## config.mk

```make
export PLATFORM = sky130hd
export DESIGN_NAME = gj_elim_sequencer
export DESIGN_NICKNAME = d
export VERILOG_FILES = /design/src/rtl/la_pkg.sv /design/src/rtl/gj_cmd_reg.sv /design/src/rtl/gj_elim_sequencer.sv
export SDC_FILE = /design/constraint.sdc
export NUM_CORES = 1
export LEC_CHECK = 0
export ABC_AREA = 1
export CAP_MARGIN = 15
export CORE_MARGIN = 8
export CORE_UTILIZATION = 35
export DETAILED_ROUTE_END_ITERATION = 10
export GPL_ROUTABILITY_DRIVEN = 1
export PLACE_DENSITY = 0.63
export SLEW_MARGIN = 20
export SYNTH_ARGS = -nofsm -noshare
export SYNTH_HDL_FRONTEND = slang
export SYNTH_SLANG_ARGS = --single-unit
```

## constraint.sdc

```tcl
create_clock -name clk -period 2.48 [get_ports clk]
set_input_delay 0.496 -clock clk [delete_from_list [all_inputs] [get_ports clk]]
set_output_delay 0.496 -clock clk [all_outputs]
set_load 0.01 [all_outputs]
```

## src/rtl/la_pkg.sv

```systemverilog
// Shared definitions for the Gauss-Jordan inversion control path.
package la_pkg;

    localparam int unsigned N_DEF  = 5;
    localparam int unsigned DW_DEF = 8;

    typedef enum logic [1:0] {
        OP_INIT = 2'b00,
        OP_SWAP = 2'b01,
        OP_ELIM = 2'b10
    } op_e;

    typedef enum logic [3:0] {
        ST_IDLE,
        ST_INIT,
        ST_PIV_RD,
        ST_PIV_CHK,
        ST_SRCH_RD,
        ST_SRCH_CHK,
        ST_SWAP,
        ST_ELIM,
        ST_NEXT,
        ST_FIN
    } seq_state_e;

endpackage

```

## src/rtl/gj_cmd_reg.sv

```systemverilog
// Row-engine command holding register: loads when empty or on transfer,
// holds the payload while the engine applies backpressure.
module gj_cmd_reg #(
    parameter int unsigned PW = 11
) (
    input  logic          clk,
    input  logic          rst_n,
    input  logic          i_push,
    input  logic [PW-1:0] i_payload,
    input  logic          i_ready,
    output logic          o_valid,
    output logic [PW-1:0] o_payload
);

    logic          r_valid;
    logic [PW-1:0] r_payload;

    always_ff @(posedge clk) begin
        if (!rst_n) begin
            r_valid   <= 1'b0;
            r_payload <= '0;
        end else if (!r_valid || i_ready) begin
            r_valid <= i_push;
            if (i_push) begin
                r_payload <= i_payload;
            end
        end
    end

    assign o_valid   = r_valid;
    assign o_payload = r_payload;

endmodule

```

## src/rtl/gj_elim_sequencer.sv

```systemverilog
// Gauss-Jordan inversion sequencer: walks pivots, searches for swap rows on a
// zero pivot, and issues INIT/SWAP/ELIM commands to the row engine.
module gj_elim_sequencer
    import la_pkg::*;
#(
    parameter int unsigned N  = N_DEF,
    parameter int unsigned DW = DW_DEF,
    parameter int unsigned RW = $clog2(N)
) (
    input  logic          clk,
    input  logic          rst_n,
    input  logic          start,
    output logic          busy,
    output logic          done,
    output logic          singular,
    output logic [RW-1:0] rd_row,
    output logic [RW-1:0] rd_col,
    input  logic [DW-1:0] rd_data,
    output logic          cmd_valid,
    input  logic          cmd_ready,
    output logic [1:0]    cmd_op,
    output logic [RW-1:0] cmd_dst,
    output logic [RW-1:0] cmd_src,
    output logic [RW-1:0] cmd_col
);

    typedef struct packed {
        logic [1:0]    op;
        logic [RW-1:0] dst;
        logic [RW-1:0] src;
        logic [RW-1:0] col;
    } cmd_t;

    localparam int unsigned   CW     = $bits(cmd_t);
    localparam logic [RW-1:0] LAST   = RW'(N - 1);
    localparam logic [RW:0]   LAST_W = (RW + 1)'(N - 1);

    seq_state_e    r_state, w_state_nxt;
    logic [RW-1:0] r_k, w_k_nxt;
    logic [RW-1:0] r_r, w_r_nxt;
    logic [RW-1:0] r_j, w_j_nxt;
    logic [RW-1:0] r_rd_row, w_rd_row_nxt;
    logic [RW-1:0] r_rd_col, w_rd_col_nxt;
    logic          r_busy, r_done, r_singular, w_sing_nxt;
    logic          w_push, w_xfer, w_nz;
    logic [RW:0]   w_r_inc, w_r_skip;
    logic [RW-1:0] w_r_first;
    cmd_t          w_cmd_d, w_cmd_q;

    assign w_xfer    = cmd_valid & cmd_ready;
    assign w_nz      = |rd_data;
    assign w_r_inc   = {1'b0, r_r} + (RW + 1)'(1);
    // Next elimination row, stepping over the pivot row in the same cycle
    assign w_r_skip  = (w_r_inc == {1'b0, r_k}) ? w_r_inc + (RW + 1)'(1) : w_r_inc;
    assign w_r_first = (r_k == '0) ? RW'(1) : '0;

    always_ff @(posedge clk) begin
        if (!rst_n) begin
            r_state    <= ST_IDLE;
            r_k        <= '0;
            r_r        <= '0;
            r_j        <= '0;
            r_rd_row   <= '0;
            r_rd_col   <= '0;
            r_busy     <= 1'b0;
            r_done     <= 1'b0;
            r_singular <= 1'b0;
        end else begin
            r_state    <= w_state_nxt;
            r_k        <= w_k_nxt;
            r_r        <= w_r_nxt;
            r_j        <= w_j_nxt;
            r_rd_row   <= w_rd_row_nxt;
            r_rd_col   <= w_rd_col_nxt;
            r_busy     <= (w_state_nxt != ST_IDLE) && (w_state_nxt != ST_FIN);
            r_done     <= (w_state_nxt == ST_FIN);
            r_singular <= w_sing_nxt;
        end
    end

    always_comb begin
        w_state_nxt  = r_state;
        w_k_nxt      = r_k;
        w_r_nxt      = r_r;
        w_j_nxt      = r_j;
        w_rd_row_nxt = r_rd_row;
        w_rd_col_nxt = r_rd_col;
        w_sing_nxt   = r_singular;
        w_push       = 1'b0;
        w_cmd_d      = '0;

        case (r_state)
            ST_IDLE: begin
                if (start) begin
                    w_state_nxt = ST_INIT;
                    w_k_nxt     = '0;
                    w_r_nxt     = '0;
                    w_sing_nxt  = 1'b0;
                    w_push      = 1'b1;
                    w_cmd_d.op  = OP_INIT;
                end
            end
            ST_INIT: begin
                if (w_xfer) begin
                    if (r_r == LAST) begin
                        w_state_nxt  = ST_PIV_RD;
                        w_rd_row_nxt = r_k;
                        w_rd_col_nxt = r_k;
                    end else begin
                        w_r_nxt     = r_r + RW'(1);
                        w_push      = 1'b1;
                        w_cmd_d.op  = OP_INIT;
                        w_cmd_d.dst = r_r + RW'(1);
                    end
                end
            end
            ST_PIV_RD: begin
                w_state_nxt = ST_PIV_CHK;
            end
            ST_PIV_CHK: begin
                if (w_nz) begin
                    w_state_nxt = ST_ELIM;
                    w_r_nxt     = w_r_first;
                    w_push      = 1'b1;
                    w_cmd_d.op  = OP_ELIM;
                    w_cmd_d.dst = w_r_first;
                    w_cmd_d.src = r_k;
                    w_cmd_d.col = r_k;
                end else if (r_k == LAST) begin
                    w_state_nxt = ST_FIN;
                    w_sing_nxt  = 1'b1;
                end else begin
                    w_state_nxt  = ST_SRCH_RD;
                    w_j_nxt      = r_k + RW'(1);
                    w_rd_row_nxt = r_k + RW'(1);
                    w_rd_col_nxt = r_k;
                end
            end
            ST_SRCH_RD: begin
                w_state_nxt = ST_SRCH_CHK;
            end
            ST_SRCH_CHK: begin
                if (w_nz) begin
                    w_state_nxt = ST_SWAP;
                    w_push      = 1'b1;
                    w_cmd_d.op  = OP_SWAP;
                    w_cmd_d.dst = r_k;
                    w_cmd_d.src = r_j;
                end else if (r_j != LAST) begin
                    w_state_nxt  = ST_SRCH_RD;
                    w_j_nxt      = r_j + RW'(1);
                    w_rd_row_nxt = r_j + RW'(1);
                end else begin
                    w_state_nxt = ST_FIN;
                    w_sing_nxt  = 1'b1;
                end
            end
            ST_SWAP: begin
                if (w_xfer) begin
                    w_state_nxt  = ST_PIV_RD;
                    w_rd_row_nxt = r_k;
                    w_rd_col_nxt = r_k;
                end
            end
            ST_ELIM: begin
                if (w_xfer) begin
                    if (w_r_skip > LAST_W) begin
                        w_state_nxt = ST_NEXT;
                    end else begin
                        w_r_nxt     = w_r_skip[RW-1:0];
                        w_push      = 1'b1;
                        w_cmd_d.op  = OP_ELIM;
                        w_cmd_d.dst = w_r_skip[RW-1:0];
                        w_cmd_d.src = r_k;
                        w_cmd_d.col = r_k;
                    end
                end
            end
            ST_NEXT: begin
                if (r_k == LAST) begin
                    w_state_nxt = ST_FIN;
                end else begin
                    w_state_nxt  = ST_PIV_RD;
                    w_k_nxt      = r_k + RW'(1);
                    w_rd_row_nxt = r_k + RW'(1);
                    w_rd_col_nxt = r_k + RW'(1);
                end
            end
            ST_FIN: begin
                w_state_nxt = ST_IDLE;
            end
            default: begin
                w_state_nxt = ST_IDLE;
            end
        endcase
    end

    gj_cmd_reg #(
        .PW(CW)
    ) u_cmd_reg (
        .clk       (clk),
        .rst_n     (rst_n),
        .i_push    (w_push),
        .i_payload (w_cmd_d),
        .i_ready   (cmd_ready),
        .o_valid   (cmd_valid),
        .o_payload (w_cmd_q)
    );

    assign cmd_op   = w_cmd_q.op;
    assign cmd_dst  = w_cmd_q.dst;
    assign cmd_src  = w_cmd_q.src;
    assign cmd_col  = w_cmd_q.col;
    assign busy     = r_busy;
    assign done     = r_done;
    assign singular = r_singular;
    assign rd_row   = r_rd_row;
    assign rd_col   = r_rd_col;

endmodule

```

### Yosys cells after proc, flatten, opt, wreduce, memory -nomap -nowiden

Index checks and enable logic that the tools add are counted.

| word-level totals | value |
|---|---|
| bits in registers | 34 |
| bits of input ports | 12 |
| output and inout bits | 21 |
| word-level logic and storage cells | 127 |

| cells by class | value |
|---|---|
| add/subtract/negate cells | 5 |
| magnitude comparators | 1 |
| eq/ne operators | 29 |
| multiplexer cells | 59 |
| bitwise gates (word level) | 1 |
| reduce and logical (&&, ||, !) cells | 21 |

Operators by type and width:

| operator | number |
|---|---|
| $mux W3 | 18 |
| $mux W4 | 12 |
| $pmux W3 S4 | 3 |
| $pmux W4 S9 | 1 |
| $mux W11 | 3 |
| $ne A2 B2 Y1 const B | 15 |
| $reduce_and A7 Y1 | 3 |
| $pmux W3 S2 | 3 |
| $eq A4 B3 Y1 const B | 4 |
| $pmux W3 S5 | 1 |
| $mux W1 | 12 |
| $reduce_bool A4 Y1 | 3 |
| $add A3 B1 Y3 const B | 3 |
| $pmux W3 S3 | 1 |
| $eq A4 B2 Y1 const B | 2 |
| $eq A4 B4 Y1 const B | 2 |
| $pmux W2 S4 | 1 |
| $reduce_or A8 Y1 | 1 |
| $mux W7 | 1 |
| $eq A3 B3 Y1 const B | 2 |
| $reduce_and A6 Y1 | 1 |
| $mux W5 | 1 |
| $reduce_and A5 Y1 | 1 |
| $reduce_bool A5 Y1 | 1 |
| 20 further kinds | 21 |

### Logic depth before layout (Yosys ltp)

Gate-level depths: netlist of the first run.

| logic depth | value |
|---|---|
| word-level depth | 9 |
| gate-level depth with buffers | 20 |

### Cells and area by module

From an unflattened synthesis of the first run, not the netlist that was laid out.

| second synthesis, totals | value |
|---|---|
| cell total of the unflattened synthesis | 349 |
| area total of the unflattened synthesis | 2351.0 um^2 |

By module, submodules not included:

| module | times used | cells each | area each (um^2) |
|---|---|---|---|
| gj_elim_sequencer | 1 | 273 | 1791.7 |
| gj_cmd_reg | 1 | 76 | 559.3 |

### Worst setup path before layout of the first run

OpenSTA, ideal clock, no wires.

| timing | value |
|---|---|
| path kind | register to register |
| from | register r_r[0] |
| to | register u_cmd_reg.r_payload[3] (netlist: u_cmd_reg.o_payload[3]) |
| setup time | 0.069 ns |
| arrival time | 2.212 ns |
| setup slack | 0.199 ns |
| stages on the path, launching flop included | 21 |
| path buffers | 2 |
| clock period less this slack | 2.281 ns |
| cell sequence | dfxtp_1 -> buf_2 -> inv_1 -> ha_1 -> inv_1 -> nand2_1 -> nand3_1 -> nor2_4 -> nand2_4 -> nand2_2 -> nand2_2 -> clkinv_2 -> nand2_2 -> nand2_2 -> nand2_4 -> nand2_4 -> nand2_2 -> a21oi_4 -> buf_6 -> nand2_2 -> a21oi_2 |

| between the ends | value |
|---|---|
| cells in the longest elaborated chain, start to end | 8 |

Ends and longest elaborated chain:

| element | line | source |
|---|---|---|
| start, declared | gj_elim_sequencer.sv:40 | `logic [RW-1:0] r_r, w_r_nxt;` |
| start signal, assigned | gj_elim_sequencer.sv:71 | `r_r <= w_r_nxt;` |
| $add A3 B1 Y4 | gj_elim_sequencer.sv:52 | `assign w_r_inc = {1'b0, r_r} + (RW + 1)'(1);` |
| $add A4 B1 Y4 / $eq A4 B3 Y1 (equally long branches) | gj_elim_sequencer.sv:54 | `assign w_r_skip = (w_r_inc == {1'b0, r_k}) ? w_r_inc + (RW + 1)'(1) : w_r_inc;` |
| $mux W4 | gj_elim_sequencer.sv:54 |  |
| $gt A4 B3 Y1 | gj_elim_sequencer.sv:167 | `if (w_r_skip > LAST_W) begin` |
| $mux W1 | gj_elim_sequencer.sv:167 |  |
| $mux W1 | gj_elim_sequencer.sv:166 | `if (w_xfer) begin` |
| $pmux W1 S4 | gj_elim_sequencer.sv:92 | `case (r_state)` |
| $reduce_and A2 Y1 (no source line) | -- |  |
| end signal, assigned | gj_cmd_reg.sv:25 | `r_payload <= i_payload;` |
| end, declared | gj_cmd_reg.sv:16 | `logic [PW-1:0] r_payload;` |

Several ways; a longest one is shown, not always the timed one.
A chain may end at the register's enable or synchronous reset.

### Worst setup path after layout of the first run

| timing | value |
|---|---|
| from | register r_r[0] |
| to | register u_cmd_reg.r_payload[2] (netlist: u_cmd_reg.o_payload[2]) |

The elaborated chain is that of the path after synthesis.

==> results of run 1 <==
layout make-up:
type	instances	area share
sequential	34	0.239
tap	77	0.0335
multi-input combinational	248	0.451
clock buffer	5	0.0239
inverter	52	0.0683
timing repair buffer	49	0.160
clock inverter	3	0.0239
layer usage:
layer	vias to the layer above	part of all wire	track usage
met5	-	0	0
met4	0	0.0085	0.0442
met3	9	0.046	0.0291
met2	58	0.47	0.239
met1	1025	0.48	0.175
li1	1188	-	-
registers in the layout (all words and copies together), names as in the netlist:
signal and count:
r_k 3, busy 1, r_r 3, done 1
u_cmd_reg.o_valid 1, rd_col 3, rd_row 3, u_cmd_reg.o_payload 11
singular 1, r_state 4, r_j 3
per-stage QoR:
stage / setup TNS [ns] / setup WS [ns]
2_1_floorplan: 0 / 0.199
3_3_place_gp: -0.0499 / -0.0499
3_5_place_dp: -0.174 / -0.0509
4_1_cts: 0 / 0.107
5_1_grt: 0 / 0.0145
6_report: 0 / 0.203
placed cells by master, fill, tap and decap left out, types with 4 or more instances in the layout:
cell type	instances
buf_4	16
clkdlybuf4s50_1	32
nand2_1	72
nand4_1	4
nor3_1	4
inv_1	50
o21ai_0	30
a21oi_2	6
nand3_1	17
nand2_2	12
dfxtp_1	32
nor2_1	47
a21oi_1	25
ha_1	8
clkbuf_8	5
worst max-delay path, cell delays in order (launching register included):
cell,delay [ns]
dfxtp_4,0.37
inv_1,0.09
ha_4,0.28
inv_1,0.03
nand2_1,0.04
nand3_1,0.10
nor2_4,0.19
nand2_4,0.08
nor2_1,0.12
a21oi_2,0.07
nand2_2,0.10
nand2_4,0.07
nand2_4,0.06
nand2_2,0.08
a21oi_4,0.18
buf_12,0.15
nand2_1,0.06
nand2_1,0.05
nor2_1,0.04
synthesized netlist by cell type:
library cell  number
inv_2              1
nor2_4             1
nor3_1             4
a211oi_1           2
nand3_1           17
clkbuf_1           3
o2111ai_1          1
dfxtp_1           34
clkinv_2           1
nand4_1            4
a21oi_2            6
a21oi_1           25
o21ai_0           31
inv_1             50
a2111oi_0          2
xnor2_1            3
or2_2              1
xor2_1             1
nor2_1            48
buf_6              1
buf_2              1
nand2_1           72
nand2_2           12
clkbuf_2           1
a21oi_4            1
nor3_2             1
nor4_1             2
nand2_4            3
ha_1               9
a31oi_1            1
a41oi_1            1
power breakdown:
group	leakage, nW	internal [W]	switching, W	total, W
registers	0.279	0.000583	0.0000324	0.000615
clock network	0.0683	0.000403	0.000219	0.000622
logic	0.942	0.000189	0.000253	0.000442
cells by family after synthesis:
logic type	after synthesis	share of synthesized area
AOI/OAI and AO/OA	70	0.185
xor gates and xnor gates	4	0.0160
adders and majority gates	9	0.0514
buffers and inverters	58	0.104
DFF	34	0.311
and+or+nand+nor	165	0.333
worst max path at each step:
stage                           from                      to  slack (ns)  depth (start not counted)
after detailed placement  rd_data[0]                  r_j[1]       -0.05                         11
after global placement    rd_data[0]                    busy       -0.05                         12
final                         r_r[0]  u_cmd_reg.o_payload[2]        0.20                         18
after global routing          r_r[0]  u_cmd_reg.o_payload[2]        0.01                         20
after floorplan               r_r[0]  u_cmd_reg.o_payload[3]        0.20                         20
after CTS                     r_r[0]  u_cmd_reg.o_payload[7]        0.11                         15
what timing repair did:
action | 4_1_cts | 5_1_grt
setup endpoints to repair | 1 | 16
resized for setup | 0 | 6
pin swaps | 1 | 1
gates cloned | 0 | 0
setup buffers | 1 | 0
==> impl_metrics.json, run 1 <==
{
  "status": "completed",
  "hp-start": "rd_col[1]",
  "synth_top_area_frac": 0.311,
  "grt-ovfl-total": 0,
  "fmax_ghz": 0.439,
  "stdcell_count": 468,
  "dp_cells": 459,
  "rows": 29,
  "cts_buffers": 5,
  "synth_seq_area_share": 0.311,
  "yosys-top-cells-area": "dfxtp_1 (31%), nand2_1 (12%), inv_1 (8.6%)",
  "routed_wl_um": 5990,
  "drc": 0,
  "firstDrtPassIters": 4,
  "irDropWorstVdd_mv": 0.308,
  "synthDistinctLibCells": 31,
  "multi_input_area_mm2": 0.00130,
  "worst_pin_slew_ns": 0.583,
  "setup_viol": 0,
  "cts_tree": "done",
  "fin_crit_ns": 2.28,
  "grt_max_degree": 23,
  "hold_ws_ns": 0.465,
  "syn_inst": 340,
  "rr_startpoint": "r_r[0]",
  "gp_congestion": 0.940,
  "crit_arrival_ns": 2.46,
  "clk_path_buf_depth": 2,
  "nFillCells": 640,
  "min_path_type": "reg2reg",
  "min_path_cells": 2,
  "ff2ff_path_depth": 18,
  "vias": 2280,
  "grt_pass1_vias": 2219,
  "root_buffer": "clkbuf_8",
  "coreArea_mm2": 0.00620,
  "worstSetupPathType": "reg2reg",
  "drive_above_1_share": 0.143,
  "ios": 33,
  "drv_slew": 0,
  "powerDensity_mw_per_mm2": 584,
  "die-height_um": 95.1,
  "critPathLaunchType": "register",
  "drtIter0Drc": 161,
  "rsz0062_at_grt": "false",
  "max_slew_margin": 0.609,
  "fin_skew_ns": 0.00704,
  "r2r_slack_ns": 0.20,
  "postLayoutCoreUtil": 0.463,
  "via_per_inst": 4.87,
  "crit_required_ns": 2.67,
  "ys_ff_latch": 34,
  "port_buffers": 32,
  "hold_end": "rd_col[1]",
  "post_dp_cell_area_mm2": 0.00270,
  "yosysWarnings": 0,
  "gr-usage-all-layers": 0.141,
  "timing.rr.end": "u_cmd_reg.o_payload[2]",
  "critical_path.max_fanout": 13,
  "n_antenna_cell": 0,
  "initial_core_util": 0.353,
  "clkSlewWorstSetupHoldPaths_ns": 0.07,
  "fin_crit_sh": 0.918,
  "wl_per_cell_um": 12.8,
  "syn_to_final_growth_pct": 31.1,
  "grt_antenna_before_repair": 0,
  "dp_hpwl_um": 4650,
  "final-seq-area_um2": 686,
  "syn_nets": 361,
  "die_x_um": 95.1,
  "end_kind": "register",
  "synth_top_cell_by_area": "dfxtp_1",
  "postLayoutCellArea_mm2": 0.00287,
  "clkSinkCount": 34,
  "final_nets": 411,
  "p_total_w": 0.00168,
  "grt_pass1_wl_um": 10200,
  "hold_violations": 0,
  "maxCapViolCount": 0,
  "cellLeakagePower_nw": 1.29,
  "die-area_mm2": 0.00905,
  "avgSynthCellArea_um2": 6.45,
  "netlist_area_mm2": 0.00219,
  "htreeDepth": 2,
  "cts_hold_buf": 0,
  "worstSkewPairLatency_ns": 0.29,
  "final_antenna_net_count": 0
}
Power figures use the tool's default switching activity.
==> run 2, diff against run 1 <==
PLACE_DENSITY = 0.62   (was 0.63)
SYNTH_HIERARCHICAL = 1   (was not set)
clock period = 2.1 ns   (was 2.48 ns; I/O delays follow)
==> run 2 against run 1 <==
Against the previous run: the flow now finishes with violations (setup timing); die area grew 6.0%; sequential share of layout area fell by 3.2 points; sequential power rose by 19%; non-clock buffer count increased by 22; total power grew 17%; worst setup slack got worse by 0.38 ns; register-to-register slack got worse by 0.38 ns; global-route usage down 0.35 points; critical path depth up 3; synthesized cell count rose by 2.6%; largest cell class unchanged; highest routed layer unchanged.
==> impl_metrics.json, run 2 <==
{
  "status": "complete, but fails checks",
  "violations": "setup timing",
  "wl_per_cell_um": 13.2,
  "maxCapViolCount": 0,
  "critPathLaunchType": "register",
  "n_antenna_cell": 0,
  "clkSinkCount": 34,
  "yosys-top-cells-area": "dfxtp_1 (29%), nand2_1 (11%), inv_1 (7.8%)",
  "dp_hpwl_um": 4800,
  "worst_pin_slew_ns": 0.727,
  "largest_reg_flops": 11,
  "rows": 30,
  "die-height_um": 98.0,
  "syn_to_final_growth_pct": 40.9,
  "p_total_w": 0.00197,
  "ios": 33,
  "async_flop_share": 0,
  "worstSetupPathType": "reg2reg",
  "finalSetupTns_ns": -1.92,
  "cellLeakagePower_nw": 1.44,
  "routed_wl_um": 6590,
  "drc": 0,
  "root_buffer": "clkbuf_8",
  "netlist_area_mm2": 0.00235,
  "clk_path_buf_depth": 2,
  "hold_ws_ns": 0.472,
  "synthDistinctLibCells": 38,
  "firstDrtPassIters": 4,
  "setup_viol": 14,
  "ys.flop_type": "dfxtp_1",
  "final_common_cell": "nand2_1",
  "drive_above_1_share": 0.294,
  "coreArea_mm2": 0.00664,
  "max_slew_margin": 0.514,
  "synth_top_area_frac": 0.290,
  "setup_slack_ns": -0.181,
  "ff2ff_path_depth": 21,
  "initial_core_util": 0.354,
  "synth_seq_area_share": 0.290,
  "crit_arrival_ns": 2.48,
  "dp_cells": 485,
  "die_x_um": 98.0,
  "cts_hold_buf": 0,
  "grt_pass1_vias": 2447,
  "irDropWorstVdd_mv": 0.352,
  "rsz0062_at_grt": "true",
  "avgSynthCellArea_um2": 6.74,
  "cts_tree": "done",
  "fin_skew_ns": 0.0131,
  "ys_ff_latch": 34,
  "fin_crit_ns": 2.28,
  "powerDensity_mw_per_mm2": 595,
  "end_kind": "register",
  "htreeDepth": 2,
  "fin_crit_sh": 1.09,
  "synthMostInstantiatedCell": "nand2_1",
  "critical_path.max_fanout": 6,
  "syn_nets": 370,
  "stdcell_count": 499,
  "nFillCells": 640,
  "worstSkewPairLatency_ns": 0.30,
  "gr-usage-all-layers": 0.138,
  "drtIter0Drc": 126,
  "via_per_inst": 4.97,
  "final_nets": 439,
  "final_cell_mix": "nand2_1 (58), inv_1 (45), nor2_1 (39)",
  "drv_slew": 0,
  "gp_congestion": 0.981,
  "clkSlewWorstSetupHoldPaths_ns": 0.08,
  "hold_violations": 0,
  "grt-ovfl-total": 0,
  "grt_pass1_wl_um": 11100,
  "die-area_mm2": 0.00960,
  "vias": 2480,
  "fmax_ghz": 0.438,
  "grt_antenna_before_repair": 0,
  "yosysWarnings": 6,
  "cts_buffers": 5,
  "synth_commonest_cells": "nand2_1 (69), inv_1 (49), nor2_1 (41), dfxtp_1 (34), nand3_1 (29)",
  "min_path_type": "reg2reg",
  "syn_inst": 349,
  "synth_top_cell_by_area": "dfxtp_1",
  "crit_required_ns": 2.30,
  "port_buffers": 32,
  "min_path_cells": 2,
  "final_antenna_net_count": 0,
  "grt_max_degree": 24,
  "synth-edff-count": 0
}
## run 2: critical path, stage by stage, from the launching register on
cell	delay, ns
dfxtp_4	0.38
inv_4	0.04
ha_4	0.27
inv_2	0.04
nand2_2	0.05
nand3_2	0.07
nor2_4	0.17
nand2_4	0.10
nand2_2	0.07
nand2_2	0.05
clkinv_2	0.05
nand2_2	0.05
nand2_4	0.08
nand2_4	0.06
nand2_4	0.06
nand3_2	0.05
nand4_1	0.09
buf_6	0.13
buf_8	0.14
nand3_2	0.08
nand2_2	0.11
nor2_1	0.04
## run 2: path summary, 6_finish.rpt
| check | from | end | slack (ns) |
|---|---|---|---|
| worst min-delay path | u_cmd_reg/o_payload[9] | u_cmd_reg/o_payload[9] | 0.47 |
| worst max register to register | r_r[0] | u_cmd_reg/o_payload[6] | -0.18 |
| worst max-delay path | r_r[0] | u_cmd_reg/o_payload[6] | -0.18 |
| worst min register to register | u_cmd_reg/o_payload[9] | u_cmd_reg/o_payload[9] | 0.47 |
## run 2: area by class of cell
class,count,area (um2),area share
timing repair buffer,71,636,0.192
clock buffer,7,86.3,0.0261
clock inverter,1,5.00,0.00151
sequential,34,684,0.207
multi-input combinational,253,1600,0.483
tap,80,100,0.0302
inverter,53,203,0.0612
## run 2: where the power goes
group / internal [W] / total, W / leakage, nW / switching, W
Sequential: 0.000697 / 0.000734 / 0.279 / 0.0000372
Clock: 0.000265 / 0.000522 / 0.0482 / 0.000257
Combinational: 0.000344 / 0.000715 / 1.11 / 0.000371
## run 2: per-layer routing
layer,part of all wire,global-route usage,vias up
li1,-,-,1276
met1,0.46,0.175,1107
met2,0.45,0.219,82
met3,0.078,0.0363,15
met4,0.018,0.0444,0
met5,0,0,-
## run 2: per-stage QoR
step	setup WS (ns)	utilization	area [um2]
after global placement	-0.111	0.453	3010
after detailed placement	-0.175	0.453	3010
after global routing	-0.339	0.499	3310
after CTS	-0.140	0.476	3160
final	-0.181	0.499	3310
after floorplan	-0.149	-	2420
## run 2: cell families (layout without fill, tap and decap cells)
family / count (synthesis) / after routing / share of synthesized area
xor+xnor: 4 / 4 / 0.0181
buf+inv: 62 / 132 / 0.122
fa+ha+maj: 9 / 9 / 0.0479
simple gates: 169 / 169 / 0.340
compound gates: 71 / 71 / 0.183
flops: 34 / 34 / 0.290
## run 2: what timing repair did
action                     CTS  global route
pin swaps                    4            19
setup buffers                2             3
gates cloned                 1             2
setup endpoints to repair   17            22
resized for setup            7            41
